==> src/rtl/mips_mmio_port_responder.sv <==
// MMIO responder on the MIPS data-memory bus: latched output port, synchronized input
// port with change detection, and a down-counting timer with an expiry event.
module mips_mmio_port_responder #(
    parameter int unsigned      NBits     = 32,
    parameter logic [NBits-1:0] BASE_ADDR = 32'h1001_0100
) (
    input  logic             clk,
    input  logic             reset,
    input  logic             MemWrite,
    input  logic             MemRead,
    input  logic [NBits-1:0] Address,
    input  logic [NBits-1:0] WriteData,
    input  logic [7:0]       PortIn,
    output logic             Select,
    output logic [NBits-1:0] ReadData,
    output logic [NBits-1:0] PortOut,
    output logic             Event
);

    localparam logic [2:0] RegPortOut  = 3'd0;
    localparam logic [2:0] RegPortIn   = 3'd1;
    localparam logic [2:0] RegStatus   = 3'd2;
    localparam logic [2:0] RegTmrLoad  = 3'd3;
    localparam logic [2:0] RegTmrCtrl  = 3'd4;
    localparam logic [2:0] RegTmrCount = 3'd5;

    logic [NBits-1:0] portOutReg, tmrLoad, cnt, cntNext, offset;
    logic [3:0]       tmrCtrl, ctrlNext;
    logic [1:0]       status, statusNext;
    logic [7:0]       sync1, sync2, prev;
    logic             eventReg, eventNext;
    logic [2:0]       regIdx;
    logic             wrEn, inChgSet, tmrExpSet;

    assign offset = Address - BASE_ADDR;
    assign Select = offset < NBits'(32);
    assign regIdx = offset[4:2];
    assign wrEn   = Select && MemWrite;

    assign PortOut = portOutReg;
    assign Event   = eventReg;

    always_comb begin
        ReadData = '0;
        if (Select && MemRead) begin
            case (regIdx)
                RegPortOut:  ReadData = portOutReg;
                RegPortIn:   ReadData = {{(NBits-8){1'b0}}, sync2};
                RegStatus:   ReadData = {{(NBits-2){1'b0}}, status};
                RegTmrLoad:  ReadData = tmrLoad;
                RegTmrCtrl:  ReadData = {{(NBits-4){1'b0}}, tmrCtrl};
                RegTmrCount: ReadData = cnt;
                default:     ReadData = '0;
            endcase
        end
    end

    always_comb begin
        inChgSet  = sync2 != prev;
        tmrExpSet = tmrCtrl[0] && (cnt == '0);

        // Hardware sets are OR-ed in after the W1C so they win a same-cycle clear.
        statusNext = status;
        if (wrEn && regIdx == RegStatus) begin
            statusNext = status & ~WriteData[1:0];
        end
        statusNext = statusNext | {tmrExpSet, inChgSet};

        cntNext  = cnt;
        ctrlNext = tmrCtrl;
        if (tmrCtrl[0]) begin
            if (cnt != '0) begin
                cntNext = cnt - 1'b1;
            end else if (tmrCtrl[1]) begin
                cntNext = tmrLoad;
            end else begin
                ctrlNext[0] = 1'b0;
            end
        end
        if (wrEn && regIdx == RegTmrLoad) begin
            cntNext = WriteData;
        end
        if (wrEn && regIdx == RegTmrCtrl) begin
            ctrlNext = WriteData[3:0];
        end

        eventNext = (status[0] & tmrCtrl[2]) | (status[1] & tmrCtrl[3]);
    end

    always_ff @(posedge clk) begin
        if (!reset) begin
            portOutReg <= '0;
            tmrLoad    <= '0;
            tmrCtrl    <= '0;
            cnt        <= '0;
            status     <= '0;
            eventReg   <= 1'b0;
            sync1      <= '0;
            sync2      <= '0;
            prev       <= '0;
        end else begin
            if (wrEn && regIdx == RegPortOut) begin
                portOutReg <= WriteData;
            end
            if (wrEn && regIdx == RegTmrLoad) begin
                tmrLoad <= WriteData;
            end
            tmrCtrl  <= ctrlNext;
            cnt      <= cntNext;
            status   <= statusNext;
            eventReg <= eventNext;
            sync1    <= PortIn;
            sync2    <= sync1;
            prev     <= sync2;
        end
    end

endmodule

==> config.mk <==
export PLATFORM = sky130hd
export DESIGN_NAME = mips_mmio_port_responder
export DESIGN_NICKNAME = d
export VERILOG_FILES = /design/src/rtl/mips_mmio_port_responder.sv
export SDC_FILE = /design/constraint.sdc
export NUM_CORES = 1
export LEC_CHECK = 0
export CORE_MARGIN = 4
export CORE_UTILIZATION = 52
export CTS_CLUSTER_DIAMETER = 30
export DETAILED_ROUTE_END_ITERATION = 10
export GPL_ROUTABILITY_DRIVEN = 0
export PLACE_DENSITY = 0.9
export SYNTH_ARGS = -nofsm -noshare
export SYNTH_HDL_FRONTEND = slang
export SYNTH_SLANG_ARGS = --single-unit
==> constraint.sdc <==
create_clock -name clk -period 4.73 [get_ports clk]
set_clock_uncertainty 0.05 [all_clocks]
set_input_delay 1.1825 -clock clk [delete_from_list [all_inputs] [get_ports clk]]
set_output_delay 1.1825 -clock clk [all_outputs]
set_load 0.03 [all_outputs]
==> run_results.csv <==
group,metric,value,unit
drt,num_vias,7877,
timing,slew_headroom,0.204,
clock_tree,cts.hold.buffers_added,0,
place,place_area,0.00864,sq mm
timing,finalCritPeriodShare,1.02,
pwr,powerDensity,278,mW/mm^2
floorplanning,rows,41,
timing,rsz0062_at_grt,"yes",
critical_path,end_kind,"primary output",
worst_hold_path,hold_start,"sync1[1]",
timing,setup_ws,-0.105,ns
yosys,synth_common_cells,"nand2_1 (175), a21oi_1 (138), dfxtp_1 (127), nor2_1 (88), clkbuf_1 (37)",
floorplanning,initial_core_util,0.537,
grt,grt.total_usage,0.320,
cells_and_area,diodes,0,
clock_tree,insertion_delay,0.43,ns
grt,grt_pass1_wl,38.3,mm
critical_path,timing.rr.start,"cnt[8]",
yosys,synth_nets,981,
pwr,internal_power,2.06,mW
critical_path,crit_type,"in2out",
floorplanning,ios,142,
critical_path,arrival,3.60,ns
yosys,ys_ff_latch,127,
floorplanning,design.core.area,0.0127,sq mm
floorplanning,dieHeight,123,microns
drt,drc,0,
floorplanning,dieArea,0.0150,sq mm
yosys,synth_cell_types,72,
critical_path,crit_path_start,"Address[26]",
clock_tree,htreeDepth,4,
critical_path,crit_fanout,6,
yosys,netlist.area_leader.share,0.372,
critical_path,rr_worst_depth,6,
floorplanning,die_w,123,microns
grt,grt_pass1_vias,7757,
drt,vias_per_cell,6.41,
worst_hold_path,min_path_type,"reg2reg",
yosys,ys_seq_area_frac,0.372,
cells_and_area,fin_util,0.753,
critical_path,path_buf_inv,4,
place,placement.io_buffers,139,
critical_path,cp-start-kind,"input pin",
yosys,async_flop_share,0,
flow_run,cap_violations,0,
drt,wl_per_cell,19.7,microns
timing,fin_crit,4.83,ns
timing,tightest_slew,1.18,ns
clock_tree,cts_sinks,127,
critical_path,worst_path_largest_cell_delay,0.54,ns
yosys,ys_top_cells_by_area,"dfxtp_1 (37%), a21oi_1 (10%), nand2_1 (9.6%), nor2_1 (4.8%), a22oi_1 (3.3%)",
critical_path,path_depth,11,
critical_path,worst_ep_required_time,3.50,ns
pwr,power_frac_comb,0.069,
cells_and_area,finish.instance_area,0.00958,sq mm
critical_path,rr_endpoint,"cnt[27]",
drt,drt_wl_total,24.2,mm
timing,fmax,207,MHz
cells_and_area,fin_nets,1121,
critical_path,slowest_stage,"or4_4",
yosys,yosysMostFrequentCell,"nand2_1",
pwr,switchingPower,0.596,mW
cells_and_area,drive_gt1_frac,0.184,
clock_tree,cts_root_buf,"clkbuf_16",
place,pre_cts_ws,-0.458,ns
critical_path,rrSetupSlack,1.27,ns
cells_and_area,syn2layout_area_growth,40.2,%
pwr,peakVddDrop,0.271,mV
critical_path,critPathTopFamily,"simple AND/OR/NAND/NOR gates",
grt,antenna_found_initial,0,
clock_tree,tritoncts,"yes",
timing,fin_tns_setup,-1.68,ns
yosys,syn_area_per_cell,7.57,sq um
pwr,p_total,2.66,mW
yosys,mappedNetlistArea,0.00684,sq mm
critical_path,worstPathCellList,"dlygate4sd2_1 > or3_4 > or4_4 > o21ai_4 > xor2_4 > or2_4 > clkinvlp_4 > nand2_8 > buf_12 > a21oi_4 > buf_6",
drt,firstDrtPassIters,7,
pwr,swShare,0.224,
yosys,synth_edf_count,0,
run_status,run_status,"complete, but fails checks",
pwr,clkPwrFrac,0.524,
run_status,violations,"negative setup slack",
clock_tree,numCtsBuffers,17,
pwr,seq_power_share,0.408,
timing,maxSlewViolCount,0,
pwr,p_leak,3.26,nW
drt,drt_iter0_drc,1315,
grt,grt_overflow,0,
critical_path,worstSetupEndpoint,"ReadData[3]",
yosys,yosysWarnings,0,
grt,grt_max_degree,56,
timing,finalSetupViolCount,32,
clock_tree,path_clk_slew,0.05,ns
timing,hold_viol_final,0,
yosys,synth_cells,903,
drt,ant_nets,0,
clock_tree,ctsLongestPathBuffers,2,
yosys,synth_ff_type,"dfxtp_1",
place,post-dp-hpwl,15.2,mm
yosys,synth.largest_area_cell,"dfxtp_1",
-- logic make-up after synthesis --
logic type | count (synthesis) | share of synthesized area
and+or+nand+nor | 403 | 0.286
AOI/OAI and AO/OA | 270 | 0.240
DFF | 127 | 0.372
buffers and inverters | 77 | 0.0560
muxes | 14 | 0.0269
xor gates and xnor gates | 10 | 0.0156
adders and majority gates | 2 | 0.00366
-- timing repair --
action | in CTS | in global routing
hold endpoints to repair | 0 | 0
gates resized for setup | 67 | 5
endpoints found under the setup margin | 33 | 33
pin swaps | 10 | 7
setup buffers | 3 | 4
gates cloned | 2 | 0
-- metal layers --
| metal | track usage | share of wire | vias to the layer above |
|---|---|---|---|
| li1 | - | - | 3494 |
| met2 | 0.527 | 0.48 | 630 |
| met3 | 0.0912 | 0.11 | 141 |
| met4 | 0.169 | 0.048 | 0 |
| met5 | 0 | 0 | - |
| met1 | 0.378 | 0.35 | 3612 |
-- power groups by stage --
stage               clock network, mW  registers [mW]  logic (mW)
finish                           1.39            1.08       0.182
global route                     1.44            1.08       0.192
CTS                              1.38            1.08       0.172
detailed placement                  0            1.11       0.170
global placement                    0            1.11       0.166
floorplan                           0            1.11      0.0653
-- stage by stage --
stage / std cells / hold slack, ns
2_1_floorplan: 903 / 0.362
6_report: 1228 / 0.381
5_1_grt: 1228 / 0.390
3_5_place_dp: 1187 / 0.368
3_3_place_gp: 1187 / 0.366
4_1_cts: 1224 / 0.381
-- layout by cell type, fill, tap and decap left out, drive strengths merged, types with 6 or more instances in the layout --
master	n
nor4b	6
mux2i	6
dfxtp	127
nor4	15
clkdlybuf4s50	96
or3	9
inv	10
a31oi	8
clkbuf	18
a211o	10
a211oi	7
nand2	176
and2	28
o21ai	38
nor2	88
a22oi	30
nor3	23
clkinv	8
nand3	20
or2	6
a21oi	140
nand4	10
buf	84
xor2	10
o211ai	8
-- flip-flops by register name, summed over array words and instances (netlist names) --
register  count
PortOut      32
status        2
tmrCtrl       4
prev          8
cnt          32
tmrLoad      32
sync1         8
sync2         8
Event         1
-- worst min path at each step --
stage,end,slack [ns],cells past startpoint
4_1_cts,sync2[1],0.38,1
6_report,sync2[1],0.38,1
3_3_place_gp,sync2[5],0.37,1
3_5_place_dp,sync2[1],0.37,1
2_1_floorplan,sync2[0],0.36,1
5_1_grt,sync2[2],0.39,1
-- cell type report --
| type | instances | area [sq um] |
|---|---|---|
| Fill cell | 885 | 3140 |
| Tap cell | 172 | 215 |
| Sequential cell | 127 | 2540 |
| Clock buffer | 18 | 439 |
| Timing Repair Buffer | 187 | 1890 |
| Inverter | 11 | 45.0 |
| Clock inverter | 14 | 190 |
| Multi-Input combinational cell | 699 | 4260 |
No activity file was read; power rests on OpenSTA's default activity.
